[src/rtl/add_seq_mult_pkg.sv]
// add_seq_mult_pkg: shared state encoding and default width for the sequenced multiplier
package add_seq_mult_pkg;
    localparam int WIDTH_DEF = 8;
    typedef enum logic [1:0] {IDLE = 2'd0, ADD = 2'd1, DONE = 2'd2} state_t;
endpackage

[src/rtl/add_seq_mult_fsm.sv]
// add_seq_mult_fsm: IDLE/ADD/DONE sequencer producing register enables and busy/done
// Ports: clk, rst (sync, active-high), start (accepted only in IDLE), cnt_zero (iteration count exhausted)
//        state (registered state), load_en (capture operands), add_en (accumulate step), busy, done
module add_seq_mult_fsm
    import add_seq_mult_pkg::*;
(
    input  logic       clk,
    input  logic       rst,
    input  logic       start,
    input  logic       cnt_zero,
    output logic [1:0] state,
    output logic       load_en,
    output logic       add_en,
    output logic       busy,
    output logic       done
);
    state_t r_state;
    logic   r_busy;
    logic   r_done;

    // busy/done are registered alongside the state so they mirror it without decode glitches
    always_ff @(posedge clk) begin
        if (rst) begin
            r_state <= IDLE;
            r_busy  <= 1'b0;
            r_done  <= 1'b0;
        end else begin
            case (r_state)
                IDLE: if (start) begin
                    r_state <= ADD;
                    r_busy  <= 1'b1;
                end
                ADD: if (cnt_zero) begin
                    r_state <= DONE;
                    r_busy  <= 1'b0;
                    r_done  <= 1'b1;
                end
                default: begin
                    r_state <= IDLE;
                    r_busy  <= 1'b0;
                    r_done  <= 1'b0;
                end
            endcase
        end
    end

    assign state   = r_state;
    assign load_en = (r_state == IDLE) && start;
    assign add_en  = (r_state == ADD) && !cnt_zero;
    assign busy    = r_busy;
    assign done    = r_done;
endmodule

[src/rtl/add_seq_mult.sv]
// add_seq_mult: multiplies a by b through b repeated additions of a into an accumulator
// Ports: clk, rst (sync, active-high), start (request), a/b (operands captured on accepted start)
//        busy (adding), done (one-cycle completion pulse), product (accumulator), ovf (sticky carry-out)
module add_seq_mult
    import add_seq_mult_pkg::*;
#(
    parameter int WIDTH = WIDTH_DEF
) (
    input  logic             clk,
    input  logic             rst,
    input  logic             start,
    input  logic [WIDTH-1:0] a,
    input  logic [WIDTH-1:0] b,
    output logic             busy,
    output logic             done,
    output logic [WIDTH-1:0] product,
    output logic             ovf
);
    logic [WIDTH-1:0] r_op_a;
    logic [WIDTH-1:0] r_cnt;
    logic [WIDTH-1:0] r_acc;
    logic             r_ovf;
    logic [1:0]       w_state;
    logic             w_load_en;
    logic             w_add_en;
    logic             w_cnt_zero;
    logic [WIDTH:0]   w_sum;

    assign w_cnt_zero = (r_cnt == '0);
    // extra top bit of the sum is the carry-out that feeds the sticky overflow
    assign w_sum      = {1'b0, r_acc} + {1'b0, r_op_a};

    add_seq_mult_fsm u_fsm (
        .clk      (clk),
        .rst      (rst),
        .start    (start),
        .cnt_zero (w_cnt_zero),
        .state    (w_state),
        .load_en  (w_load_en),
        .add_en   (w_add_en),
        .busy     (busy),
        .done     (done)
    );

    always_ff @(posedge clk) begin
        if (rst) begin
            r_op_a <= '0;
            r_cnt  <= '0;
            r_acc  <= '0;
            r_ovf  <= 1'b0;
        end else if (w_load_en) begin
            r_op_a <= a;
            r_cnt  <= b;
            r_acc  <= '0;
            r_ovf  <= 1'b0;
        end else if (w_add_en) begin
            r_acc  <= w_sum[WIDTH-1:0];
            r_ovf  <= r_ovf | w_sum[WIDTH];
            r_cnt  <= r_cnt - WIDTH'(1);
        end
    end

    // the unused 2'b11 encoding must never be reached and busy/done are exclusive
    always_ff @(posedge clk) begin
        if (!rst) assert (w_state != 2'b11 && !(busy && done));
    end

    assign product = r_acc;
    assign ovf     = r_ovf;
endmodule
[config.mk]
export PLATFORM = sky130hd
export DESIGN_NAME = add_seq_mult
export DESIGN_NICKNAME = d
export VERILOG_FILES = /design/src/rtl/add_seq_mult_pkg.sv /design/src/rtl/add_seq_mult_fsm.sv /design/src/rtl/add_seq_mult.sv
export SDC_FILE = /design/constraint.sdc
export NUM_CORES = 1
export LEC_CHECK = 0
export ABC_AREA = 1
export CELL_PAD_IN_SITES_DETAIL_PLACEMENT = 0
export CELL_PAD_IN_SITES_GLOBAL_PLACEMENT = 1
export CORE_ASPECT_RATIO = 0.75
export CORE_UTILIZATION = 40
export CTS_CLUSTER_SIZE = 16
export DETAILED_ROUTE_END_ITERATION = 10
export GPL_TIMING_DRIVEN = 0
export PLACE_DENSITY_LB_ADDON = 0.1
export SKIP_LAST_GASP = 1
export SYNTH_ARGS = -nofsm -noshare
export SYNTH_HDL_FRONTEND = slang
export SYNTH_SLANG_ARGS = --single-unit
[constraint.sdc]
create_clock -name clk -period 3.65 [get_ports clk]
set_input_delay 1.095 -clock clk [delete_from_list [all_inputs] [get_ports clk]]
set_output_delay 1.095 -clock clk [all_outputs]
set_load 0.01 [all_outputs]
==> impl_metrics.tcl, run 1 <==
set metrics [dict create \
    drive_gt1_frac 0.0800 \
    multiInputGateArea_sq_um 981 \
    cts_hold_buf 0 \
    slew_violations 0 \
    tightestPinTransition_ps 402 \
    cts_resized 0 \
    grt_pass1_vias 1337 \
    dr.first_iter.drc_count 59 \
    period_needed_ps 2320 \
    ant_nets 0 \
    worstPathArrival_ps 1230 \
    synth_cell_types 30 \
    globalRouteOverflowTotal 0 \
    dp_slack_ps 1020 \
    cp-end-kind "primary output" \
    pwr-share-comb 0.410 \
    report.final.setup_viol 0 \
    ff_latch_area_sq_um 561 \
    clk_latency_ps 270 \
    hold_viol_final 0 \
    fill_cells 433 \
    place_congestion 0.783 \
    clock.fmax_ghz 0.431 \
    tns_ps 0 \
    htreeDepth 1 \
    cp_top_family "buffers and inverters" \
    dieArea_sq_um 4510 \
    fin_nets 307 \
    intPower_mw 0.580 \
    crit_type "flip-flop to primary output" \
    p_per_area_nw_per_um2 451 \
    ys_seq_elements 28 \
    diodes 0 \
    cts_setup_buffers 0 \
    cp_max_fo 4 \
    coreArea_sq_um 4050 \
    cp_cell_sequence "clkdlybuf4s50_1" \
    portBuffers 29 \
    syn_avg_cell_area_sq_um 6.98 \
    worst-endpoint-required_ps 2550 \
    drv_cap 0 \
    power_switching_mw 0.366 \
    syn_nets 273 \
    p_leak_nw 0.958 \
    startpoint_type "flip-flop" \
    rows 20 \
    die_h_um 58.4 \
    routedWlPerCell_um 12.0 \
    yosysWarnings 0 \
    fin_crit_sh 0.636 \
    rsz0062_at_grt "no" \
    hpwl_mm 3.01 \
    syn_area_sq_um 1700 \
    yosysSeqAreaShare 0.331 \
    setup_ws_ps 1330 \
    dieWidth_um 77.2 \
    area_growth_pct 23.6 \
    firstDrtPassIters 5 \
    cts.sink_count 28 \
    fin_area_sq_um 2100 \
    seqPwrFrac 0.410 \
    cts_tree "built" \
    path_buf_inv 1 \
    grt_pass1_wl_mm 6.56 \
    cts_buffers 3 \
    switching_share 0.387 \
    clkPwrFrac 0.180 \
    grt_max_degree 15 \
    slowest_stage "clkdlybuf4s50_1" \
    via_per_inst 4.60 \
    wirelength_mm 3.95 \
    clk_pin_slew_ps 100 \
    synth_cells 243 \
    place_area_sq_um 2050 \
    root_buffer "clkbuf_8" \
    slew_headroom 0.732 \
    vias 1518 \
    skew_ps 5.38 \
    track_usage 0.187 \
    hold_class "flip-flop to flip-flop" \
    max_stage_delay_ps 560 \
    peakVddDrop_uv 213 \
    num_io_pins 30 \
    outcome "completed" \
    drc 0 \
    clk_path_buf_depth 2 \
    antenna_found_initial 0 \
    initial_core_util 0.418 \
]
[cell families after synthesis]
kind of cell,share of synthesized area
fa+ha+maj,0.0856
flops,0.331
buf+inv,0.0908
simple gates,0.341
xor+xnor,0.0258
compound gates,0.126
[placed cells by master, fill, tap and decap left out, drive strengths merged]
cell type | synthesis | layout
xor2 | 4 | 4
nor3 | 3 | 3
fa | 1 | 1
nand4 | 4 | 4
nand3b | 1 | 1
nand2 | 50 | 50
inv | 34 | 34
clkbuf | 2 | 5
a31o | 1 | 1
dfxtp | 28 | 28
o21ai | 20 | 20
nand3 | 15 | 15
or2 | 1 | 1
ha | 10 | 10
buf | 2 | 2
xnor2 | 1 | 1
a21oi | 15 | 15
clkdlybuf4s50 | 0 | 29
nor2 | 50 | 50
o21a | 1 | 1
[power by group through the flow]
stage	registers [mW]	logic [mW]	clock network [mW]
2_1_floorplan	0.391	0.274	0
3_5_place_dp	0.394	0.387	0
4_1_cts	0.387	0.390	0.175
5_1_grt	0.394	0.437	0.185
6_report	0.388	0.388	0.170
3_3_place_gp	0.394	0.386	0
[worst reg2reg max path, delay by kind of cell (launching register included)]
| kind | cells | cell delay [ps] |
|---|---|---|
| buffers and inverters | 2 | 150 |
| adders and majority gates | 2 | 600 |
| and+or+nand+nor | 5 | 400 |
| DFF | 1 | 390 |
| AOI/OAI and AO/OA | 1 | 90 |
[through the flow]
step	hold slack (ps)	utilization	cells	power [mW]
2_1_floorplan	451	-	243	0.665
3_3_place_gp	469	0.507	327	0.780
3_5_place_dp	466	0.507	327	0.781
4_1_cts	480	0.517	330	0.951
5_1_grt	497	0.517	330	1.02
6_report	481	0.517	330	0.946
[state kept, by name (all words and copies together), names as in the netlist]
| name | cells |
|---|---|
| r_op_a | 8 |
| product | 8 |
| u_fsm.done | 1 |
| u_fsm.state | 1 |
| r_cnt | 8 |
| u_fsm.busy | 1 |
| ovf | 1 |
[final timing paths]
check | startpoint | end | slack [ps] | depth (start not counted)
max | product[1] | product[1] | 1330 | 1
min | ovf | ovf | 480 | 2
max reg2reg | product[0] | ovf | 1960 | 10
min reg2reg | ovf | ovf | 480 | 2
[routing by layer]
| layer | share of wire | wire, um | GRT usage | vias up |
|---|---|---|---|---|
| li1 | - | - | - | 839 |
| met1 | 0.59 | 2340 | 0.302 | 642 |
| met2 | 0.35 | 1400 | 0.250 | 35 |
| met3 | 0.050 | 197 | 0.0434 | 2 |
| met4 | 0.0046 | 18 | 0.0243 | 0 |
| met5 | 0 | 0 | 0 | - |
[cell type report]
class / instances / area share
timing repair buffer: 29 / 0.139
sequential: 28 / 0.267
clock buffer: 3 / 0.0197
multi-input combinational: 177 / 0.468
buffer: 4 / 0.0125
tap: 55 / 0.0328
inverter: 34 / 0.0609
[cell usage after synthesis, drive strengths merged]
| library cell | number | area share |
|---|---|---|
| nand3 | 15 | 0.052 |
| o21ai | 20 | 0.068 |
| nor3 | 3 | 0.0089 |
| xnor2 | 1 | 0.0052 |
| xor2 | 4 | 0.021 |
| clkbuf | 2 | 0.0044 |
| o21a | 1 | 0.0044 |
| inv | 34 | 0.075 |
| a31o | 1 | 0.0052 |
| nor2 | 50 | 0.14 |
| a21oi | 15 | 0.049 |
| ha | 10 | 0.074 |
| fa | 1 | 0.012 |
| nand3b | 1 | 0.0044 |
| dfxtp | 28 | 0.33 |
| or2 | 1 | 0.0037 |
| buf | 2 | 0.011 |
| nand2 | 50 | 0.12 |
| nand4 | 4 | 0.015 |
No activity file was read; power rests on OpenSTA's default activity.
==> inputs of run 2 (changes only) <==
--- a/config.mk
+++ b/config.mk
@@ -9,7 +9,7 @@
 export CELL_PAD_IN_SITES_DETAIL_PLACEMENT = 0
 export CELL_PAD_IN_SITES_GLOBAL_PLACEMENT = 1
 export CORE_ASPECT_RATIO = 0.75
-export CORE_UTILIZATION = 40
+export CORE_UTILIZATION = 33
 export CTS_CLUSTER_SIZE = 16
 export DETAILED_ROUTE_END_ITERATION = 10
 export GPL_TIMING_DRIVEN = 0
==> constraint.sdc (replaced) <==
create_clock -name clk -period 2.06 [get_ports clk]
set_input_delay 0.618 -clock clk [delete_from_list [all_inputs] [get_ports clk]]
set_output_delay 0.618 -clock clk [all_outputs]
set_load 0.01 [all_outputs]
==> impl_metrics.tcl, run 2 (synthesis gave the netlist of run 1 again) <==
set metrics [dict create \
    firstDrtPassIters 4 \
    seqPwrFrac 0.409 \
    htreeDepth 1 \
    ff_latch_area_sq_um 561 \
    dieArea_sq_um 5430 \
    grt_pass1_vias 1373 \
    hold_viol_final 0 \
    worstPathArrival_ps 2100 \
    outcome "completed" \
    clk_pin_slew_ps 100 \
    clkPwrFrac 0.182 \
    setup_ws_ps 160 \
    hpwl_mm 3.10 \
    antenna_found_initial 0 \
    vias 1503 \
    cts.sink_count 28 \
    period_needed_ps 1900 \
    rows 22 \
    portBuffers 29 \
    hold_ws_ps 473 \
    clock.fmax_ghz 0.526 \
    cts_buffers 3 \
    coreArea_sq_um 4930 \
    final_cell_mix "nand2_1 (47), nor2_1 (44), inv_1 (33)" \
    dieWidth_um 84.8 \
    mostFrequentLayoutCell "nand2_1" \
    area_growth_pct 24.1 \
    fin_nets 307 \
    die_h_um 64.1 \
    clk_path_buf_depth 2 \
    grt_max_degree 15 \
    hold_class "flip-flop to flip-flop" \
    final_util 0.427 \
    cts_resized 0 \
    fin_crit_sh 0.922 \
    num_io_pins 30 \
    switching_share 0.386 \
    initial_core_util 0.344 \
    tightestPinTransition_ps 513 \
    p_leak_nw 0.961 \
    rsz0062_at_grt "no" \
    cp_common_cell "inv_1" \
    intPower_mw 1.03 \
    cp_max_fo 6 \
    slowest_stage "clkdlybuf4s50_1" \
    grt_pass1_wl_mm 6.93 \
    report.final.setup_viol 0 \
    drv_cap 0 \
    crit_type "input port to flip-flop" \
    pwr-share-comb 0.409 \
    ant_nets 0 \
    skew_ps 8.18 \
    dr.first_iter.drc_count 59 \
    power_switching_mw 0.648 \
    p_per_area_nw_per_um2 797 \
    root_buffer "clkbuf_8" \
    cts_hold_buf 0 \
    routedWlPerCell_um 12.3 \
    drive_gt1_frac 0.0836 \
    drc 0 \
    clk_latency_ps 280 \
    slew_violations 0 \
    globalRouteOverflowTotal 0 \
    cts_tree "built" \
    dp_slack_ps -209 \
    cts_setup_buffers 0 \
    fill_cells 516 \
    place_congestion 0.815 \
    peakVddDrop_uv 310 \
    cp_cell_sequence "clkdlybuf4s50_1 > inv_1 > nand2_1 > inv_1 > o21ai_0 > a21oi_1" \
    wirelength_mm 4.13 \
    max_stage_delay_ps 550 \
    cp-end-kind "flip-flop" \
    diodes 0 \
    worst-endpoint-required_ps 2260 \
    via_per_inst 4.49 \
    track_usage 0.166 \
    multiInputGateArea_sq_um 981 \
    startpoint_type "input port" \
    slew_headroom 0.658 \
]
## run 2: changes by cell type in the layout (fill, tap and decap cells not counted)
cell,delta
clkbuf_1,-1
clkbuf_2,+1
## run 2: final timing paths
check,start,end,slack (ps),depth (start not counted)
max,rst,product[1],160,6
max reg2reg,product[0],ovf,370,10
min reg2reg,ovf,ovf,470,2
min,ovf,ovf,470,2
## run 2: power groups by stage
| stage | Clock, mW | Combinational [mW] | Sequential (mW) |
|---|---|---|---|
| 2_1_floorplan | 0 | 0.485 | 0.694 |
| 3_3_place_gp | 0 | 0.689 | 0.698 |
| 3_5_place_dp | 0 | 0.688 | 0.698 |
| 4_1_cts | 0.321 | 0.691 | 0.686 |
| 5_1_grt | 0.345 | 0.776 | 0.696 |
| 6_report | 0.306 | 0.685 | 0.686 |
## run 2: worst max-delay path, delay by kind of cell
kind / cells / cell delay [ps]
buf+inv: 3 / 1010
compound gates: 2 / 250
simple gates: 1 / 220
## run 2: metal layers
metal | up-vias | GRT usage | part of all wire
met2 | 29 | 0.225 | 0.36
li1 | 839 | - | -
met1 | 633 | 0.263 | 0.59
met5 | - | 0 | 0
met3 | 2 | 0.0362 | 0.039
met4 | 0 | 0.0318 | 0.0061
## run 2: final cells by class
cell class,instances,share of cell area
Sequential cell,28,0.267
Buffer,4,0.0131
Multi-Input combinational cell,177,0.466
Tap cell,60,0.0357
Inverter,34,0.0607
Clock buffer,3,0.0196
Timing Repair Buffer,29,0.138
## run 2: per-stage QoR
stage               setup TNS [ps]  power, mW  cells  cell area, sq um
finish                           0       1.68    335              2100
CTS                              0       1.70    335              2100
global route                     0       1.82    335              2100
detailed placement           -1940       1.39    332              2060
floorplan                        0       1.18    243              1700
global placement             -2090       1.39    332              2060
